--- config.mk ---
export PLATFORM = sky130hd
export DESIGN_NAME = sop_mac_pipe
export DESIGN_NICKNAME = d
export VERILOG_FILES = /design/src/rtl/sop_mac_pipe.sv
export SDC_FILE = /design/constraint.sdc
export NUM_CORES = 1
export LEC_CHECK = 0
export CAP_MARGIN = 20
export CORE_MARGIN = 2
export CORE_UTILIZATION = 25
export DETAILED_ROUTE_END_ITERATION = 7
export GPL_ROUTABILITY_DRIVEN = 1
export MAX_ROUTING_LAYER = met4
export PLACE_DENSITY = 0.43
export SLEW_MARGIN = 0
export SYNTH_ARGS = -nofsm -noshare
export SYNTH_HDL_FRONTEND = slang
export SYNTH_SLANG_ARGS = --single-unit
--- constraint.sdc ---
create_clock -name clk -period 2.41 [get_ports clk]
set_input_delay 0.3615 -clock clk [delete_from_list [all_inputs] [get_ports clk]]
set_output_delay 0.3615 -clock clk [all_outputs]
set_load 0.05 [all_outputs]
--- src/rtl/sop_mac_pipe.sv ---
// sop_mac_pipe: pipelined TAPS-lane sum-of-products with a writable coefficient file,
// valid handshake and saturating accumulate mode with a sticky overflow flag.
module sop_mac_pipe #(
  parameter int WIDTH = 4,
  parameter int TAPS  = 4,
  parameter int SUM_W = 2*WIDTH+$clog2(TAPS),
  parameter int ACC_W = SUM_W+4
) (
  input  logic                    clk,
  input  logic                    rst_n,
  input  logic                    coef_we,
  input  logic [$clog2(TAPS)-1:0] coef_addr,
  input  logic [WIDTH-1:0]        coef_wdata,
  input  logic                    in_valid,
  input  logic [TAPS*WIDTH-1:0]   in_data,
  input  logic                    in_mode,
  input  logic                    in_clr,
  output logic                    out_valid,
  output logic [ACC_W-1:0]        out_sum,
  output logic                    overflow
);
  localparam int K = $clog2(TAPS);
  logic [WIDTH-1:0]      coef_q [TAPS];
  logic [TAPS*WIDTH-1:0] data_q, cs_q;
  logic [SUM_W-1:0]      lvl_q [K+1][TAPS];
  logic [K+1:0]          vld_q, mode_q, clr_q;
  logic [ACC_W-1:0]      acc_q, acc_d, sum_ext;
  logic [ACC_W:0]        t;
  logic                  ovf_q, ovf_d, out_valid_q, restart;
  always_ff @(posedge clk or negedge rst_n) begin
    if (!rst_n) begin
      for (int i = 0; i < TAPS; i++) coef_q[i] <= '0;
    end else if (coef_we) begin
      coef_q[coef_addr] <= coef_wdata;
    end
  end
  // The input stage snapshots the coefficients, so a same-cycle write only affects later samples.
  always_ff @(posedge clk or negedge rst_n) begin
    if (!rst_n) begin
      vld_q  <= '0;
      mode_q <= '0;
      clr_q  <= '0;
      data_q <= '0;
      cs_q   <= '0;
      for (int l = 0; l <= K; l++)
        for (int i = 0; i < TAPS; i++) lvl_q[l][i] <= '0;
    end else begin
      vld_q  <= {vld_q[K:0], in_valid};
      mode_q <= {mode_q[K:0], in_mode};
      clr_q  <= {clr_q[K:0], in_clr};
      data_q <= in_data;
      for (int i = 0; i < TAPS; i++) cs_q[i*WIDTH +: WIDTH] <= coef_q[i];
      for (int i = 0; i < TAPS; i++)
        lvl_q[0][i] <= SUM_W'(data_q[i*WIDTH +: WIDTH] * cs_q[i*WIDTH +: WIDTH]);
      for (int l = 1; l <= K; l++)
        for (int j = 0; j < TAPS; j++)
          lvl_q[l][j] <= (j < (TAPS >> l)) ? lvl_q[l-1][(2*j) % TAPS] + lvl_q[l-1][(2*j+1) % TAPS] : '0;
    end
  end
  always_comb begin
    sum_ext = ACC_W'(lvl_q[K][0]);
    restart = !mode_q[K+1] || clr_q[K+1];
    t       = {1'b0, acc_q} + {1'b0, sum_ext};
    acc_d   = !vld_q[K+1] ? acc_q : restart ? sum_ext : t[ACC_W] ? '1 : t[ACC_W-1:0];
    ovf_d   = !vld_q[K+1] ? ovf_q : restart ? 1'b0 : (ovf_q | t[ACC_W]);
  end
  always_ff @(posedge clk or negedge rst_n) begin
    if (!rst_n) begin
      acc_q       <= '0;
      ovf_q       <= 1'b0;
      out_valid_q <= 1'b0;
    end else begin
      acc_q       <= acc_d;
      ovf_q       <= ovf_d;
      out_valid_q <= vld_q[K+1];
    end
  end
  assign out_sum   = acc_q;
  assign overflow  = ovf_q;
  assign out_valid = out_valid_q;
endmodule

== Word-level counts from Yosys, hierarchy flattened ==
Cells that the tools add are included.
Operators by class
  $add $sub $neg: 4
  $mul: 4
  magnitude comparators: 2
  muxes and demuxes: 6
  bitwise gates (word level): 2
  reduce and logical (&&, ||, !) cells: 3
Operator list (count)
  $mul A4 B4 Y8: 4
  $mux W14: 2
  $add A8 B8 Y9: 2
  $bwmux W16: 1
  $add A14 B10 Y15: 1
  $add A9 B9 Y10: 1
  $demux W4 S2: 1
  $mux W4: 1
  $ge A3 B3 Y1 const B: 1
  $lt A3 B1 Y1 const B: 1
  $not A2 Y3: 1
  $logic_and A1 B1 Y1: 1
  $logic_not A1 Y1: 1
  $logic_or A1 B1 Y1: 1
  $mux W1: 1
  $or A1 B1 Y1: 1
Storage, ports and cells
  bits in registers: 136
  bits of input ports: 28
  output and inout bits: 16
  word-level logic and storage cells: 40

== Depth between registers and ports, before layout ==
  depth in word-level cells: 6
  mapped depth: 10
  depth with buffers taken out: 10

== Least setup slack after synthesis ==
No wires, ideal clock.
  path kind: reg2reg
  start: register cs_q[7]
  end: register lvl_q[107] (netlist name)
  setup time: 0.080 ns
  arrival time: 2.533 ns
  data required time: 2.330 ns
  slack: -0.203 ns
  stages on the path, launching flop included: 11
  path buffers: 0
  period minus slack after synthesis: 2.613 ns
  path through: dfrtp_1 > nand2_1 > fa_1 > inv_1 > fa_1 > ha_1 > a21o_1 > a21oi_1 > o21bai_1 > a21oi_1 > xnor2_1
Between the ends
  word-level cells in the longest chain between the ends: 1
Ends and longest elaborated chain
  from (decl): line 24  | logic [TAPS*WIDTH-1:0] data_q, cs_q;
  from (signal assigned): line 44  | cs_q <= '0;
  $mul A4 B4 Y8: line 54  | lvl_q[0][i] <= SUM_W'(data_q[i*WIDTH +: WIDTH] * cs_q[i*WIDTH +: WIDTH]);
  to (signal, indexed assignment): line 54
  to (signal, indexed assignment): line 57  | lvl_q[l][j] <= (j < (TAPS >> l)) ? lvl_q[l-1][(2*j) % TAPS] + lvl_q[l-1][(2*j+1) % TAPS] : '0;
  to (decl): line 25  | logic [SUM_W-1:0] lvl_q [K+1][TAPS];
Every way passes these cells.
A chain may end at the register's enable or synchronous reset.

== Worst setup path after layout ==
  start: register data_q[4]
  end: register lvl_q[107] (netlist name)
Between the ends
  word-level cells in the longest chain between the ends: 1
Ends and longest elaborated chain
  from (decl): line 24
  from (signal assigned): line 51  | data_q <= in_data;
  $mul A4 B4 Y8: line 54
Every way passes these cells.

==> impl_metrics.env <==
export IMPL_track_usage_pct=9.63
export IMPL_final_common_cell="dfrtp_1"
export IMPL_dp_hpwl_microns=9780
export IMPL_fillers=2750
export IMPL_antennaDiodeCount=0
export IMPL_cp_num_cells=10
export IMPL_rsz0062_at_grt="yes"
export IMPL_hold_viol=0
export IMPL_critical_path_max_stage_delay_ps=530
export IMPL_p_leak_nw=4.32
export IMPL_syn_to_final_growth_pct=29.4
export IMPL_p_int_w=0.00659
export IMPL_period_minus_slack_ps=2540
export IMPL_cp_startpoint="data_q[4]$_DFF_PN0_"
export IMPL_grt_max_degree=66
export IMPL_clk_latency_ps=410
export IMPL_ys_ff_latch=136
export IMPL_fmax_mhz=394
export IMPL_combPwrFrac_pct=42.8
export IMPL_avgRoutedWirePerCell_microns=11.5
export IMPL_fin_crit_sh_pct=105
export IMPL_grt_pass1_vias=4713
export IMPL_cts_tree="built"
export IMPL_num_rows=61
export IMPL_design_area_sq_um=9050
export IMPL_syn_area_sq_um=7000
export IMPL_power_w=0.0102
export IMPL_end_kind="flop"
export IMPL_cp_endpoint="lvl_q[107]$_DFF_PN0_"
export IMPL_ys_seq_area_share_pct=48.6
export IMPL_peakVddDrop_mv=0.480
export IMPL_reg2reg_depth=10
export IMPL_portBuffers=43
export IMPL_maxSlewViolCount=0
export IMPL_critPathTopFamily="adder cells"
export IMPL_p_clk_share_pct=25.2
export IMPL_postPlaceCellArea_sq_um=8220
export IMPL_cp_cell_sequence="nand2_2 -> fa_1 -> inv_1 -> fa_1 -> ha_1 -> a21o_1 -> a21oi_2 -> o21bai_1 -> a21oi_1 -> xnor2_1"
export IMPL_antenna_found_initial=0
export IMPL_clockRootBuffer="clkbuf_16"
export IMPL_drive_gt1_share_pct=20.5
export IMPL_swShare_pct=35.2
export IMPL_violations="setup timing"
export IMPL_core_area_sq_um=27700
export IMPL_crit_slowest_cell="fa_1"
export IMPL_reg2reg_slack_ps=-130
export IMPL_syn_nets=723
export IMPL_final_setup_tns_ps=-823
export IMPL_finish_utilization_pct=32.7
export IMPL_drt_initial_drc_count=176
export IMPL_cp_start_kind="flop"
export IMPL_ant_nets=0
export IMPL_layout_common_cells="dfrtp_1 (135), ha_1 (78), and2_1 (48), buf_4 (48), inv_1 (45)"
export IMPL_drt_pass1_iterations=5
export IMPL_num_vias=4399
export IMPL_seqPwrFrac_pct=31.9
export IMPL_ios=44
export IMPL_cts_buffers=17
export IMPL_finalSetupViolCount=10
export IMPL_cp_max_fo=2
export IMPL_avgSynthCellArea_sq_um=11.8
export IMPL_start_util_pct=25.3
export IMPL_timing_rr_end="lvl_q[107]$_DFF_PN0_"
export IMPL_fin_skew_ps=8.57
export IMPL_yosysWarnings=0
export IMPL_maxCapViolations=0
export IMPL_dieHeight_microns=171
export IMPL_synthCells=592
export IMPL_drt_wl_total_microns=12600
export IMPL_synth_cell_type_count=45
export IMPL_cts_buffer_depth=2
export IMPL_die_w_microns=171
export IMPL_fin_nets=832
export IMPL_globalplace_congestion=0.845
export IMPL_fp_dieArea_sq_um=29300
export IMPL_dp_slack_ps=-181
export IMPL_drcViolationCount=0
export IMPL_gr_total_overflow=0
export IMPL_max_slew_margin_pct=47.5
export IMPL_hp_class="reg -> reg"
export IMPL_critPathBufInv=1
export IMPL_grt_first_pass_wirelength_microns=22100
export IMPL_fin_ws_ps=-131
export IMPL_cpMostUsedCell="fa_1"
export IMPL_power_density_nw_per_um2=1120
export IMPL_htreeDepth=4
export IMPL_vias_per_cell=4.03
export IMPL_clkTransAtPathRegs_ps=60
export IMPL_cts_num_sinks=136
export IMPL_timing_rr_start="data_q[4]$_DFF_PN0_"
export IMPL_worstPathRequired_ps=2740
export IMPL_status="complete, but fails checks"
export IMPL_critPathKind="reg -> reg"
export IMPL_p_sw_w=0.00358
export IMPL_tightest_slew_ps=787
export IMPL_crit_arrival_ps=2870
## power by group through the flow
stage          sequential, W  combinational (W)  clock [W]
2_1_floorplan        0.00344            0.00285          0
3_3_place_gp         0.00330            0.00409          0
3_5_place_dp         0.00330            0.00412          0
4_1_cts              0.00326            0.00421    0.00264
5_1_grt              0.00333            0.00490    0.00275
6_report             0.00325            0.00436    0.00257
## how the worst min path moves through the flow
stage | endpoint | cells past startpoint | from | slack, ps
3_5_place_dp | vld_q[1]$_DFF_PN0_ | 0 | vld_q[0]$_DFF_PN0_ | 330
4_1_cts | clr_q[2]$_DFF_PN0_ | 0 | clr_q[1]$_DFF_PN0_ | 350
5_1_grt | mode_q[3]$_DFF_PN0_ | 0 | mode_q[2]$_DFF_PN0_ | 350
3_3_place_gp | vld_q[2]$_DFF_PN0_ | 0 | vld_q[1]$_DFF_PN0_ | 330
2_1_floorplan | clr_q[0]$_DFF_PN0_ | 0 | rst_n | 70
6_report | clr_q[2]$_DFF_PN0_ | 0 | clr_q[1]$_DFF_PN0_ | 340
## kinds of logic after synthesis
group	after synthesis	share of synthesized area (%)
AND/OR/NAND/NOR	136	10.4
flip-flops	136	48.6
AO/OA/AOI/OAI	104	9.73
adder cells (fa/ha/maj)	103	20.6
buffers and inverters	56	3.00
XOR/XNOR	41	5.13
multiplexers	16	2.58
## synth_stat cells, drive strengths merged
cell / number / share of area (%)
nor2b: 9 / 0.80
a31oi: 2 / 0.18
a21oi: 31 / 2.2
or2: 1 / 0.089
o31ai: 1 / 0.11
a211oi: 1 / 0.11
o21bai: 5 / 0.54
nand4: 3 / 0.27
o211ai: 2 / 0.21
xnor2: 33 / 4.1
o22ai: 8 / 0.72
mux2: 16 / 2.6
nand3b: 4 / 0.43
and3: 2 / 0.18
a221oi: 1 / 0.21
clkbuf: 5 / 0.27
o41ai: 2 / 0.25
o2111ai: 1 / 0.13
xor2: 8 / 1.0
o31a: 1 / 0.13
nor2: 20 / 1.1
or3: 2 / 0.18
nor4: 1 / 0.089
o21ai: 17 / 1.2
a22oi: 1 / 0.11
a21o: 17 / 1.8
nand2b: 4 / 0.36
dfrtp: 136 / 49
o21a: 4 / 0.43
nor3: 11 / 0.79
o2111a: 1 / 0.16
o211a: 3 / 0.43
a21boi: 3 / 0.38
inv: 51 / 2.7
nor3b: 1 / 0.11
fa: 20 / 5.7
nand3: 2 / 0.14
and2: 49 / 4.4
nand2: 27 / 1.4
a211o: 2 / 0.27
a31o: 1 / 0.13
ha: 83 / 15
## cell type report
class	instances	area [sq um]	area share, %
clock inverters	14	161	1.78
well taps	378	473	5.22
repair buffers	95	845	9.33
flip-flops and latches	136	3400	37.6
clock buffers	17	425	4.70
inverters	51	191	2.11
multi-input cells	400	3550	39.2
## worst register-to-register path: cells and delay by family, from the launching register on
kind / cells / cell delay, ps
AO/OA/AOI/OAI: 4 / 550
AND/OR/NAND/NOR: 1 / 70
XOR/XNOR: 1 / 130
adder cells (fa/ha/maj): 3 / 1290
buffers and inverters: 1 / 50
flip-flops: 1 / 370
## flip-flops by register name, summed over array words and instances, names as in the netlist
| register | cells |
|---|---|
| coef_q | 16 |
| out_valid | 1 |
| out_sum | 14 |
| clr_q | 4 |
| overflow | 1 |
| vld_q | 4 |
| mode_q | 4 |
| data_q | 16 |
| cs_q | 16 |
| lvl_q | 60 |
## through the flow
stage / hold slack, ps / instances
CTS: 346 / 1086
detailed placement: 335 / 1049
global placement: 335 / 1049
global route: 351 / 1091
finish: 342 / 1091
floorplan: 65.9 / 592
## routing by layer
| layer | track usage [%] | share of wire [%] | wire [microns] | vias up |
|---|---|---|---|---|
| met5 | - | 0 | 0 | - |
| met3 | 2.60 | 3.0 | 379 | 9 |
| li1 | - | - | - | 2237 |
| met1 | 11.6 | 48 | 6000 | 2088 |
| met2 | 15.9 | 48 | 6050 | 65 |
| met4 | 2.62 | 1.1 | 133 | 0 |
## what timing repair did
item | in CTS | in global routing
endpoints found under the hold margin | 48 | 0
buffers inserted | 5 | 6
hold buffers | 1 | 0
resized for setup | 5 | 33
endpoints found under the setup margin | 11 | 25
pin swaps | 3 | 25
Note: power is estimated with default switching activity, not from simulation.
